[src/rtl/regarb_pkg.sv]
// ============================================================================
// regarb_pkg : state encoding, requester indices and round-robin helper
// Revision   : 1.0
// ============================================================================
`default_nettype none

package regarb_pkg;

    localparam logic [1:0] ST_IDLE  = 2'd0;
    localparam logic [1:0] ST_WRITE = 2'd1;
    localparam logic [1:0] ST_ACK   = 2'd2;

    localparam logic REQ_DBG = 1'b0;
    localparam logic REQ_INI = 1'b1;

    // On a tie the requester that was not served last wins.
    function automatic logic rr_pick(input logic req_dbg, input logic req_ini, input logic last);
        if (req_dbg && req_ini) begin
            return ~last;
        end
        return req_ini ? REQ_INI : REQ_DBG;
    endfunction

endpackage

`default_nettype wire

[src/rtl/regarb.sv]
// ============================================================================
// regarb   : two-requester round-robin arbiter for a shared register write bus
// Revision : 1.0
// ============================================================================
`default_nettype none

module regarb
    import regarb_pkg::*;
#(
    parameter int TIMEOUT = 255
) (
    input  logic       clk,
    input  logic       rst,
    input  logic       dbgreq,
    input  logic [7:0] dbgaddr,
    input  logic [7:0] dbgwdata,
    output logic       dbgack,
    input  logic       inireq,
    input  logic [7:0] iniaddr,
    input  logic [7:0] iniwdata,
    output logic       iniack,
    output logic [7:0] regaddr,
    output logic [7:0] regwdata,
    output logic       regwe,
    input  logic       regready,
    output logic       toerr,
    output logic       busy
);

    localparam logic [7:0] TO_LAST = 8'(TIMEOUT - 1);

    logic [1:0] state, state_nxt;
    logic       ptr, ptr_nxt;
    logic       gnt, gnt_nxt;
    logic       just_acked, just_acked_nxt;
    logic [7:0] cnt, cnt_nxt;
    logic [7:0] regaddr_nxt, regwdata_nxt;
    logic       regwe_nxt, dbgack_nxt, iniack_nxt, toerr_nxt, busy_nxt;
    logic       dbg_eff, ini_eff, timed_out;

    // The requester acked last may still show req in the first idle cycle.
    assign dbg_eff   = dbgreq && !(just_acked && (ptr == REQ_DBG));
    assign ini_eff   = inireq && !(just_acked && (ptr == REQ_INI));
    assign timed_out = !regready && (cnt == TO_LAST);

    always_ff @(posedge clk) begin
        if (rst) begin
            state      <= ST_IDLE;
            ptr        <= REQ_INI;
            gnt        <= REQ_DBG;
            just_acked <= 1'b0;
            cnt        <= '0;
            regaddr    <= '0;
            regwdata   <= '0;
            regwe      <= 1'b0;
            dbgack     <= 1'b0;
            iniack     <= 1'b0;
            toerr      <= 1'b0;
            busy       <= 1'b0;
        end else begin
            state      <= state_nxt;
            ptr        <= ptr_nxt;
            gnt        <= gnt_nxt;
            just_acked <= just_acked_nxt;
            cnt        <= cnt_nxt;
            regaddr    <= regaddr_nxt;
            regwdata   <= regwdata_nxt;
            regwe      <= regwe_nxt;
            dbgack     <= dbgack_nxt;
            iniack     <= iniack_nxt;
            toerr      <= toerr_nxt;
            busy       <= busy_nxt;
        end
    end

    always_comb begin
        state_nxt = state;
        unique case (state)
            ST_IDLE:  if (dbg_eff || ini_eff) state_nxt = ST_WRITE;
            ST_WRITE: if (regready || timed_out) state_nxt = ST_ACK;
            ST_ACK:   state_nxt = ST_IDLE;
            default:  state_nxt = ST_IDLE;
        endcase
    end

    // Outputs are computed one cycle ahead so every port comes from a flop.
    always_comb begin
        ptr_nxt        = ptr;
        gnt_nxt        = gnt;
        just_acked_nxt = 1'b0;
        cnt_nxt        = cnt;
        regaddr_nxt    = regaddr;
        regwdata_nxt   = regwdata;
        regwe_nxt      = 1'b0;
        dbgack_nxt     = 1'b0;
        iniack_nxt     = 1'b0;
        toerr_nxt      = toerr;
        busy_nxt       = (state_nxt != ST_IDLE);
        unique case (state)
            ST_IDLE: begin
                if (dbg_eff || ini_eff) begin
                    gnt_nxt      = rr_pick(dbg_eff, ini_eff, ptr);
                    regaddr_nxt  = (gnt_nxt == REQ_INI) ? iniaddr  : dbgaddr;
                    regwdata_nxt = (gnt_nxt == REQ_INI) ? iniwdata : dbgwdata;
                    regwe_nxt    = 1'b1;
                    cnt_nxt      = '0;
                end
            end
            ST_WRITE: begin
                if (regready || timed_out) begin
                    dbgack_nxt = (gnt == REQ_DBG);
                    iniack_nxt = (gnt == REQ_INI);
                    if (!regready) begin
                        toerr_nxt = 1'b1;
                    end
                end else begin
                    regwe_nxt = 1'b1;
                    cnt_nxt   = cnt + 8'd1;
                end
            end
            ST_ACK: begin
                ptr_nxt        = gnt;
                just_acked_nxt = 1'b1;
            end
            default: begin
                ptr_nxt = ptr;
            end
        endcase
    end

endmodule

`default_nettype wire

[config.mk]
export PLATFORM = sky130hd
export DESIGN_NAME = regarb
export DESIGN_NICKNAME = d
export VERILOG_FILES = /design/src/rtl/regarb_pkg.sv /design/src/rtl/regarb.sv
export SDC_FILE = /design/constraint.sdc
export NUM_CORES = 1
export LEC_CHECK = 0
export ABC_CLOCK_PERIOD_IN_PS = 1400
export BUFFER_PORTS_ARGS = -buffer_cell sky130_fd_sc_hd__buf_2
export CAP_MARGIN = 10
export CORE_ASPECT_RATIO = 0.9
export CORE_MARGIN = 1
export CORE_UTILIZATION = 45
export CTS_BUF_LIST = sky130_fd_sc_hd__clkbuf_4 sky130_fd_sc_hd__clkbuf_8
export CTS_CLUSTER_DIAMETER = 30
export DETAILED_ROUTE_END_ITERATION = 8
export PLACE_DENSITY = 0.77
export SYNTH_ARGS = -nofsm -noshare
export SYNTH_HDL_FRONTEND = slang
export SYNTH_SLANG_ARGS = --single-unit
[constraint.sdc]
create_clock -name clk -period 1.4 [get_ports clk]
set_input_delay 0.07 -clock clk [delete_from_list [all_inputs] [get_ports clk]]
set_output_delay 0.07 -clock clk [all_outputs]
set_load 0.05 [all_outputs]
# Word level (Yosys, flattened, before mapping)
# Cells that the tools add are included.
[totals]
register_bits = 34
input_bits = 37
out_inout_bits = 21
wordCells = 61
[op_classes]
addsub = 1
eq_ne = 5
muxes = 20
bitwise_logic = 5
n_reduce_logical = 18
[ops]
columns = ["operator", "count"]
rows = [
  ["$mux W8", 4],
  ["$pmux W8 S2", 1],
  ["$mux W1", 11],
  ["$add A8 B1 Y8 const B", 1],
  ["$eq A8 B8 Y1 const B", 1],
  ["$logic_and A1 B1 Y1", 6],
  ["$reduce_and A3 Y1", 2],
  ["$not A1 Y1", 5],
  ["$mux W2", 2],
  ["$ne A2 B2 Y1 const B", 2],
  ["$pmux W2 S2", 1],
  ["$reduce_bool A2 Y1", 2],
  ["$logic_not A1 Y1", 3],
  ["$reduce_or A3 Y1", 1],
  ["$eq A2 B1 Y1 const B", 1],
  ["$eq A2 B2 Y1 const B", 1],
  ["$logic_not A2 Y1", 1],
  ["$logic_or A1 B1 Y1", 2],
  ["$pmux W1 S2", 1],
  ["$reduce_and A2 Y1", 1],
]

# Logic depth before layout (Yosys ltp)
# Gate-level depths: netlist of run 1.
[depth]
depth_word = 12
mapped_depth = 6
ltp_nobuf = 6

# Worst setup path before layout of run 1
# Ideal clock, no wire load.
[synth_timing]
path_type = "reg-to-reg"
from = "reg state[1]"
to = "reg cnt[7]"
setup_time_ns = 0.073
arrival_ns = 1.392
required_ns = 1.327
path_slack_ns = -0.066
stages_incl_launch_ff = 4
path_buffers = 0
synth_period_minus_slack_ns = 1.466
cell_sequence = "dfxtp_1 > or4b_4 > or4_4 > o211ai_2"
[synth_via]
elab_chain_cells = 3
word_cells_on_any_way = 7
classes_between = "eq/ne (3); mux (1); reduce/logical (3)"
[synth_rtl]
columns = ["element", "line_no", "source"]
rows = [
  ["from (decl)", "regarb.sv:32", "logic [1:0] state, state_nxt;"],
  ["from (signal assigned)", "regarb.sv:61", "state <= state_nxt;"],
  ["$eq A2 B1 Y1 / $logic_not A2 Y1 (equally long branches)", "regarb.sv:99", "unique case (state)"],
  ["$ne A2 B2 Y1 (no source line) / $reduce_bool A2 Y1 (equally long branches)", "n/a", ""],
  ["$reduce_and A3 Y1 (no source line)", "n/a", ""],
  ["to (signal assigned)", "regarb.sv:65", "cnt <= cnt_nxt;"],
  ["to (decl)", "regarb.sv:36", "logic [7:0] cnt, cnt_nxt;"],
]
# Parallel ways exist; a longest one is shown, timed or not.
# A chain may end at the register's enable or synchronous reset.

# Final worst setup path of run 1
# Ends and elaborated chain as after synthesis.

==> results of run 1 <==
==> logic make-up (layout without fill, tap and decap cells) <==
kind of cell	count (synthesis)	after routing	share of synthesized area
compound gates	40	40	0.206
xor+xnor	1	1	0.00567
fa+ha+maj	2	2	0.0162
buf+inv	14	94	0.0429
flops	34	34	0.440
mux	2	2	0.0138
simple gates	87	87	0.275
==> timing repair <==
item,CTS,global route
gates resized for setup,3,11
setup endpoints to repair,17,17
gates cloned,0,2
buffers inserted,0,1
pin swaps,1,16
hold buffers,0,0
==> sequential cells by signal (all words and copies together), names as in the netlist <==
signal      count
just_acked      1
dbgack          1
cnt             8
toerr           1
ptr             1
regwe           1
gnt             1
regaddr         8
iniack          1
state           2
busy            1
regwdata        8
==> metal layers <==
metal | GRT usage | up-vias | wire length, µm | part of all wire
met5 | 0 | - | 0 | 0
met4 | 0.0909 | 0 | 102 | 0.025
met3 | 0.0660 | 9 | 249 | 0.061
met2 | 0.347 | 63 | 1970 | 0.49
met1 | 0.285 | 751 | 1740 | 0.43
li1 | - | 813 | - | -
==> final timing paths <==
| path | from | endpoint | slack, ps | depth (start not counted) |
|---|---|---|---|---|
| setup / recovery | state[1] | cnt[7] | -50 | 3 |
| setup reg to reg | state[1] | cnt[7] | -50 | 3 |
| hold reg to reg | toerr | toerr | 470 | 2 |
| hold / removal | dbgwdata[1] | regwdata[1] | 30 | 3 |
==> critical path, stage by stage (launching register included) <==
cell	delay, ps
dfxtp_2	330
or4b_4	500
or4_4	490
o211ai_2	60
==> synthesized netlist by cell type (all sizes together) <==
cell type	instances	area, µm²
o41a	1	11.3
o221a	1	11.3
nor2	23	86.3
o21a	1	7.51
and2	1	6.26
nand2	21	78.8
inv	4	15.0
or2	1	6.26
nand4b	1	8.76
a21boi	2	18.8
o211ai	2	20.0
o22ai	2	12.5
nand3	23	115
a21oi	6	30.0
dfxtp	34	681
nand4	1	6.26
or4b	1	13.8
mux2i	1	10.0
o21ai	5	28.8
nand2b	6	37.5
nor3b	2	15.0
a221oi	1	8.76
a31oi	1	6.26
o311ai	1	8.76
xnor2	1	8.76
ha	2	25.0
clkbuf	5	18.8
a311oi	16	140
nor2b	2	12.5
or4	1	11.3
nor3	2	10.0
buf	5	32.5
mux2	1	11.3
o221ai	1	15.0
or2b	2	16.3
==> per-stage QoR <==
stage | hold slack (ps) | power [mW] | instances | util | cell area (µm²)
2_1_floorplan | 222 | 1.53 | 180 | - | 1550
3_3_place_gp | 336 | 1.74 | 291 | 0.641 | 2030
3_5_place_dp | 340 | 1.75 | 291 | 0.641 | 2030
4_1_cts | 30.4 | 2.52 | 299 | 0.676 | 2140
5_1_grt | 29.4 | 2.68 | 302 | 0.705 | 2230
6_report | 34.6 | 2.57 | 302 | 0.705 | 2230
==> final cells by class <==
class | instances | area [µm²]
inverters | 4 | 15.0
clock buffers | 7 | 90.1
flip-flops and latches | 34 | 686
multi-input cells | 132 | 841
clock inverters | 1 | 5.00
repair buffers | 82 | 541
fillers | 248 | 932
well taps | 42 | 52.6
==> power groups by stage <==
stage / registers [mW] / clock network (mW) / logic, mW
after CTS: 1.08 / 0.783 / 0.664
after floorplan: 1.32 / 0 / 0.214
after detailed placement: 1.10 / 0 / 0.652
final: 1.08 / 0.769 / 0.727
after global placement: 1.10 / 0 / 0.645
after global routing: 1.08 / 0.829 / 0.768
==> results.tsv, run 1 <==
metric	value	unit
status	complete, but fails checks	
failing checks	setup timing	
Crit path required time	1630	ps
pre-CTS WS	-96.7	ps
RSZ-0062 raised after global routing	yes	
worst slew pin tran	370	ps
Worst EP arrival	1680	ps
Tightest Hold Check Type	in -> reg	
Synth-to-Final Area Change	44.3	%
fin crit period	1450	ps
Die Ht	57.6	µm
Sw Pwr	0.843	mW
antenna violations before repair	0	
peak supply drop	0.764	mV
final setup margin	-50.6	ps
final setup fails	1	
worst skew pair latency	290	ps
P_int	1.73	mW
CTS tree	built	
Comb power frac	0.283	
Die W	63.8	µm
Remaining Overflow, GRT	0	
synthesized cell area	1550	µm²
Seq/Total Area, Yosys	0.440	
GR Util All Layers	0.221	
Yosys reg bits	34	
Final #Nets	298	
Max Cap Viol	0	
initial drt markers	109	
# IOs	58	
DR WL/cell	13.5	µm
first-pass GRT wire length	6.18	mm
clock-pin slew on the worst setup and hold paths	70	ps
Clock Sinks	34	
average size of a mapped cell	8.58	µm²
Root Driver	clkbuf_8	
commonest non-fill, non-tap cell in the layout	buf_2	
DRT Wirelength	4.07	mm
crit path max fanout	4	
Flop pwr share	0.418	
core area	3160	µm²
Worst Setup Start Kind	flip-flop	
share of post-route cells with drive strength above 1	0.423	
row cnt	19	
Final Max Tran Viols	0	
setup_tns	-50.6	ps
clock tree buffer depth	2	
max_slew headroom	0.753	
achievable clock frequency	689	MHz
HPWL after detailed placement	2.79	mm
Leakage	0.992	nW
Pwr Density	1150	nW/µm²
TritonRoute pass-1 iters	4	
number of buffers created by CTS	5	
Sw Share	0.328	
CP endpoint kind	flip-flop	
Ys Warns	0	
Antenna Nets Post-Route	0	
Crit Path Category	reg -> reg	
Post-route DRC	0	
Distinct cells, synth	41	
Starting Density	0.489	
Post-Syn Nets	219	
global placement routability congestion	0.814	
PortBufs	57	
ant diodes	0	
Layout Skew	9.31	ps
drt via density	5.42	
pin count of the biggest net entering global routing	34	
ratio of final minimum period to clock period	1.04	
commonest non-fill, non-tap cells in the layout	buf_2, dfxtp_1, nand3_1, nor2_1, nand2_1	
Cells after Synth	180	
H-tree levels	2	
endpoints failing hold	0	
vias in the first global route	1400	
clock share of power	0.299	
via count	1636	
die area	3670	µm²
Power figures use the tool's default switching activity.
==> run 2, diff against run 1 <==
- PLACE_DENSITY: 0.77 -> not set
- PLACE_DENSITY_LB_ADDON: not set -> 0.1
- REMOVE_ABC_BUFFERS: not set -> 1
==> results.tsv, run 2 (synthesized netlist as in run 1, its figures left out) <==
metric	value	unit	change
peak supply drop	0.764	mV	about the same
worst slew pin tran	360	ps	was 370 ps
Worst EP arrival	1710	ps	was 1680 ps
Max Cap Viol	0		unchanged
Flop pwr share	0.428		was 0.418
endpoints failing hold	0		unchanged
# IOs	58		unchanged
crit-path max cell delay	540	ps	was 500 ps
core area	3160	µm²	unchanged
DR WL/cell	14.1	µm	was 13.5 µm
area of placed instances	2010	µm²	was 2030 µm²
CTS tree	built		unchanged
Final Cell Area	2250	µm²	was 2230 µm²
initial drt markers	104		was 109
end-of-flow core utilization	0.712		was 0.705
Post-route DRC	0		unchanged
crit-path cells	or4b_4, or4_4, o211ai_2		unchanged
GR Util All Layers	0.224		was 0.221
footprint of the multi-input gates	867	µm²	was 841 µm²
Comb power frac	0.292		was 0.283
Die Ht	57.6	µm	unchanged
worst skew pair latency	280	ps	was 290 ps
Antenna Nets Post-Route	0		unchanged
ratio of final minimum period to clock period	1.07		was 1.04
Crit Path Category	reg -> reg		unchanged
max_slew headroom	0.760		was 0.753
fillers	247		was 248
Sw Share	0.326		was 0.328
TritonRoute pass-1 iters	4		unchanged
final setup margin	-98.6	ps	was -50.6 ps
RSZ-0062 raised after global routing	yes		unchanged
clock share of power	0.279		was 0.299
Die W	63.8	µm	unchanged
Final Max Tran Viols	0		unchanged
achievable clock frequency	667	MHz	was 689 MHz
DRT Wirelength	4.24	mm	was 4.07 mm
clock-pin slew on the worst setup and hold paths	70	ps	about the same
final setup fails	2		was 1
Starting Density	0.489		unchanged
P_int	1.69	mW	was 1.73 mW
Layout Skew	4.81	ps	was 9.31 ps
antenna violations before repair	0		unchanged
crit path max fanout	4		unchanged
commonest non-fill, non-tap cells in the layout	buf_2, dfxtp_1, nand3_1, nor2_1, nand2_1		unchanged
top flop regs	cnt (8), regaddr (8), regwdata (8)		unchanged
Clock Sinks	34		unchanged
pin count of the biggest net entering global routing	34		unchanged
Sw Pwr	0.819	mW	was 0.843 mW
commonest non-fill, non-tap cell in the layout	buf_2		unchanged
clock tree buffer depth	2		unchanged
CP max stage cell	or4b_4		unchanged
Pwr Total	2.51	mW	was 2.57 mW
Crit path required time	1610	ps	was 1630 ps
global placement routability congestion	0.808		was 0.814
fin crit period	1500	ps	was 1450 ps
Worst Setup Start Kind	flip-flop		unchanged
CP endpoint kind	flip-flop		unchanged
Fin Hold WS	50.1	ps	was 34.6 ps
failing checks	setup timing		unchanged
die area	3670	µm²	unchanged
row cnt	19		unchanged
Synth-to-Final Area Change	45.6	%	was 44.3%
vias in the first global route	1422		was 1,400
number of buffers created by CTS	5		unchanged
via count	1664		was 1,636
H-tree levels	2		unchanged
drt via density	5.55		was 5.42
PortBufs	57		unchanged
share of post-route cells with drive strength above 1	0.422		was 0.423
Tightest Hold Check Type	in -> reg		unchanged
storage element area	688	µm²	was 686 µm²
status	complete, but fails checks		unchanged
Remaining Overflow, GRT	0		unchanged
Leakage	1.00	nW	was 0.992 nW
first-pass GRT wire length	6.42	mm	was 6.18 mm
HPWL after detailed placement	2.77	mm	was 2.79 mm
Root Driver	clkbuf_8		unchanged
ant diodes	0		unchanged
Final #Nets	298		unchanged
Pwr Density	1120	nW/µm²	was 1150 nW/µm²
## run 2: per-layer routing
| metal | part of all wire | wire length [µm] | vias to the layer above | GRT usage |
|---|---|---|---|---|
| li1 | - | - | 816 | - |
| met1 | 0.43 | 1830 | 774 | 0.284 |
| met2 | 0.50 | 2110 | 70 | 0.384 |
| met3 | 0.067 | 286 | 4 | 0.0600 |
| met4 | 0.0016 | 7 | 0 | 0.0390 |
| met5 | 0 | 0 | - | 0 |
## run 2: metrics by stage
stage                     setup slack [ps]  cells  setup TNS, ps
after floorplan                      -75.3    170          -1300
after global placement               -58.7    290          -58.7
after detailed placement             -89.8    290           -203
after CTS                            -93.3    296           -106
after global routing                  -113    300           -435
final                                -98.6    300           -150
## run 2: repair_timing
| action | in CTS | in global routing |
|---|---|---|
| endpoints found under the setup margin | 18 | 24 |
| hold buffers | 0 | 0 |
| setup buffers | 0 | 2 |
| gates resized for setup | 6 | 15 |
| cloned | 0 | 2 |
| pin swaps | 2 | 12 |
## run 2: final timing paths
path	from	end	slack, ps	depth (start not counted)
worst min-delay path	dbgwdata[7]	regwdata[7]	50	3
worst min register to register	gnt	dbgack	460	1
worst max-delay path	state[1]	cnt[7]	-100	3
worst max register to register	state[1]	cnt[7]	-100	3
## run 2: power groups by stage
stage	Clock (mW)	Combinational, mW	Sequential [mW]
after floorplan	0	0.179	1.31
after global placement	0	0.637	1.09
after detailed placement	0	0.648	1.10
after CTS	0.714	0.659	1.07
after global routing	0.755	0.780	1.08
final	0.701	0.734	1.08
## run 2: final cells by class
| type | instances | share of cell area |
|---|---|---|
| Clock buffer | 6 | 0.0367 |
| Sequential cell | 34 | 0.306 |
| Timing Repair Buffer | 82 | 0.242 |
| Inverter | 4 | 0.00667 |
| Tap cell | 42 | 0.0234 |
| Multi-Input combinational cell | 132 | 0.385 |
## run 2: worst max-delay path, delay by kind of cell, from the launching register on
kind	cells	cell delay, ps
simple gates	2	1030
flops	1	330
compound gates	1	70
==> run 3, diff against run 2 <==
- PLACE_DENSITY: not set -> 0.88
- PLACE_DENSITY_LB_ADDON: 0.1 -> not set
==> results.tsv, run 3 (synthesized netlist as in run 1, its figures left out) <==
metric	value	unit	change
max_slew headroom	0.777		was 0.760
GR Util All Layers	0.231		was 0.224
Final Max Tran Viols	0		unchanged
top flop regs	cnt (8), regaddr (8), regwdata (8)		unchanged
Max Cap Viol	0		unchanged
Clock Sinks	34		unchanged
pre-CTS WS	-84.5	ps	was -89.8 ps
DP Cell Count	293		was 290
commonest non-fill, non-tap cell in the layout	buf_2		unchanged
number of buffers created by CTS	5		unchanged
endpoints failing hold	0		unchanged
first-pass GRT wire length	6.64	mm	was 6.42 mm
Synth-to-Final Area Change	43.2	%	was 45.6%
initial drt markers	59		was 104
PortBufs	57		unchanged
Final Cell Area	2210	µm²	was 2250 µm²
status	complete, but fails checks		unchanged
# IOs	58		unchanged
CTS tree	built		unchanged
worst path bufs/invs	0		unchanged
share of post-route cells with drive strength above 1	0.441		was 0.422
antenna violations before repair	0		unchanged
commonest non-fill, non-tap cells in the layout	buf_2, dfxtp_1, buf_4		was buf_2, dfxtp_1, nand3_1, nor2_1, nand2_1
Leakage	0.986	nW	was 1.00 nW
Worst Setup Start Kind	flip-flop		unchanged
RSZ-0062 raised after global routing	yes		unchanged
fillers	241		was 247
final setup fails	2		unchanged
storage element area	687	µm²	was 688 µm²
Crit path max-delay family	simple AND/OR/NAND/NOR gates		unchanged
Fin Hold WS	47.7	ps	was 50.1 ps
Crit path required time	1600	ps	was 1610 ps
crit-path max cell delay	490	ps	was 540 ps
Hold-fix buffers, CTS	0		unchanged
footprint of the multi-input gates	866	µm²	was 867 µm²
Die Ht	57.6	µm	unchanged
pin count of the biggest net entering global routing	34		unchanged
clock tree buffer depth	2		unchanged
worst skew pair latency	280	ps	about the same
CP endpoint kind	flip-flop		unchanged
critical path depth	3		unchanged
H-tree levels	2		unchanged
Crit Path Category	reg -> reg		unchanged
Root Driver	clkbuf_8		unchanged
DRT Wirelength	4.11	mm	was 4.24 mm
failing checks	setup timing		unchanged
end-of-flow core utilization	0.700		was 0.712
Final #Nets	300		was 298
drt via density	5.48		was 5.55
global placement routability congestion	0.834		was 0.808
clock-pin slew on the worst setup and hold paths	70	ps	about the same
vias in the first global route	1552		was 1,422
TritonRoute pass-1 iters	4		unchanged
FF-to-FF path depth	3		unchanged
Layout Skew	4.29	ps	was 4.81 ps
row cnt	19		unchanged
crit path max fanout	4		unchanged
core area	3160	µm²	unchanged
Remaining Overflow, GRT	0		unchanged
crit-path cells	or4b_4, or4_4, o211ai_2		unchanged
fin crit period	1470	ps	was 1500 ps
area of placed instances	2040	µm²	was 2010 µm²
Die W	63.8	µm	unchanged
achievable clock frequency	682	MHz	was 667 MHz
HPWL after detailed placement	2.93	mm	was 2.77 mm
peak supply drop	0.793	mV	was 0.764 mV
Antenna Nets Post-Route	0		unchanged
final setup margin	-66.7	ps	was -98.6 ps
ant diodes	0		unchanged
DR WL/cell	13.6	µm	was 14.1 µm
Layout Cells excl Fill	303		was 300
Tightest Hold Check Type	in -> reg		unchanged
via count	1661		was 1,664
Starting Density	0.489		unchanged
hold depth	3		unchanged
worst slew pin tran	335	ps	was 360 ps
Post-route DRC	0		unchanged
die area	3670	µm²	unchanged
CP max stage cell	or4b_4		unchanged
ratio of final minimum period to clock period	1.05		was 1.07
Worst EP arrival	1670	ps	was 1710 ps
Pwr Density	1090	nW/µm²	was 1120 nW/µm²
-- run 3: changes by cell type in the layout (fill, tap and decap cells not counted), sizes merged --
cell	before	now
clkinv	0	2
buf	80	84
clkbuf	8	5
-- run 3: timing repair --
action | in CTS | in global routing
pin swaps | 3 | 8
setup buffers | 1 | 2
gates resized for setup | 4 | 16
endpoints found under the setup margin | 9 | 25
-- run 3: final cells by class --
| type | count | area share |
|---|---|---|
| well taps | 42 | 0.0238 |
| inverters | 4 | 0.00679 |
| repair buffers | 84 | 0.232 |
| flip-flops and latches | 34 | 0.311 |
| clock buffers | 5 | 0.0311 |
| clock inverters | 2 | 0.00452 |
| multi-input cells | 132 | 0.391 |
-- run 3: worst paths after layout --
check	from	endpoint	slack, ps
hold reg to reg	toerr	toerr	470
setup reg to reg	state[0]	cnt[7]	-70
hold / removal	dbgwdata[5]	regwdata[5]	50
setup / recovery	state[0]	cnt[7]	-70
-- run 3: worst min-delay path, stage by stage --
cell,delay [ps]
buf_2,90
nand2_1,40
a311oi_1,70
-- run 3: power by group --
part | switching [mW] | internal [mW] | leakage (nW)
sequential | 0.0355 | 1.04 | 0.280
clock | 0.328 | 0.333 | 0.0438
combinational | 0.446 | 0.240 | 0.662
-- run 3: metal layers --
layer	global-route usage	part of all wire	vias up	wire length (µm)
met5	0	0	-	0
met4	0.0974	0.014	0	59
met3	0.0460	0.050	6	205
met2	0.395	0.50	60	2060
met1	0.284	0.43	779	1780
li1	-	-	816	-
-- run 3: per-stage QoR --
stage | power [mW] | setup TNS, ps
finish | 2.42 | -75.2
global route | 2.53 | -446
CTS | 2.41 | -65.4
detailed placement | 1.75 | -272
global placement | 1.73 | -71.2
floorplan | 1.49 | -1300
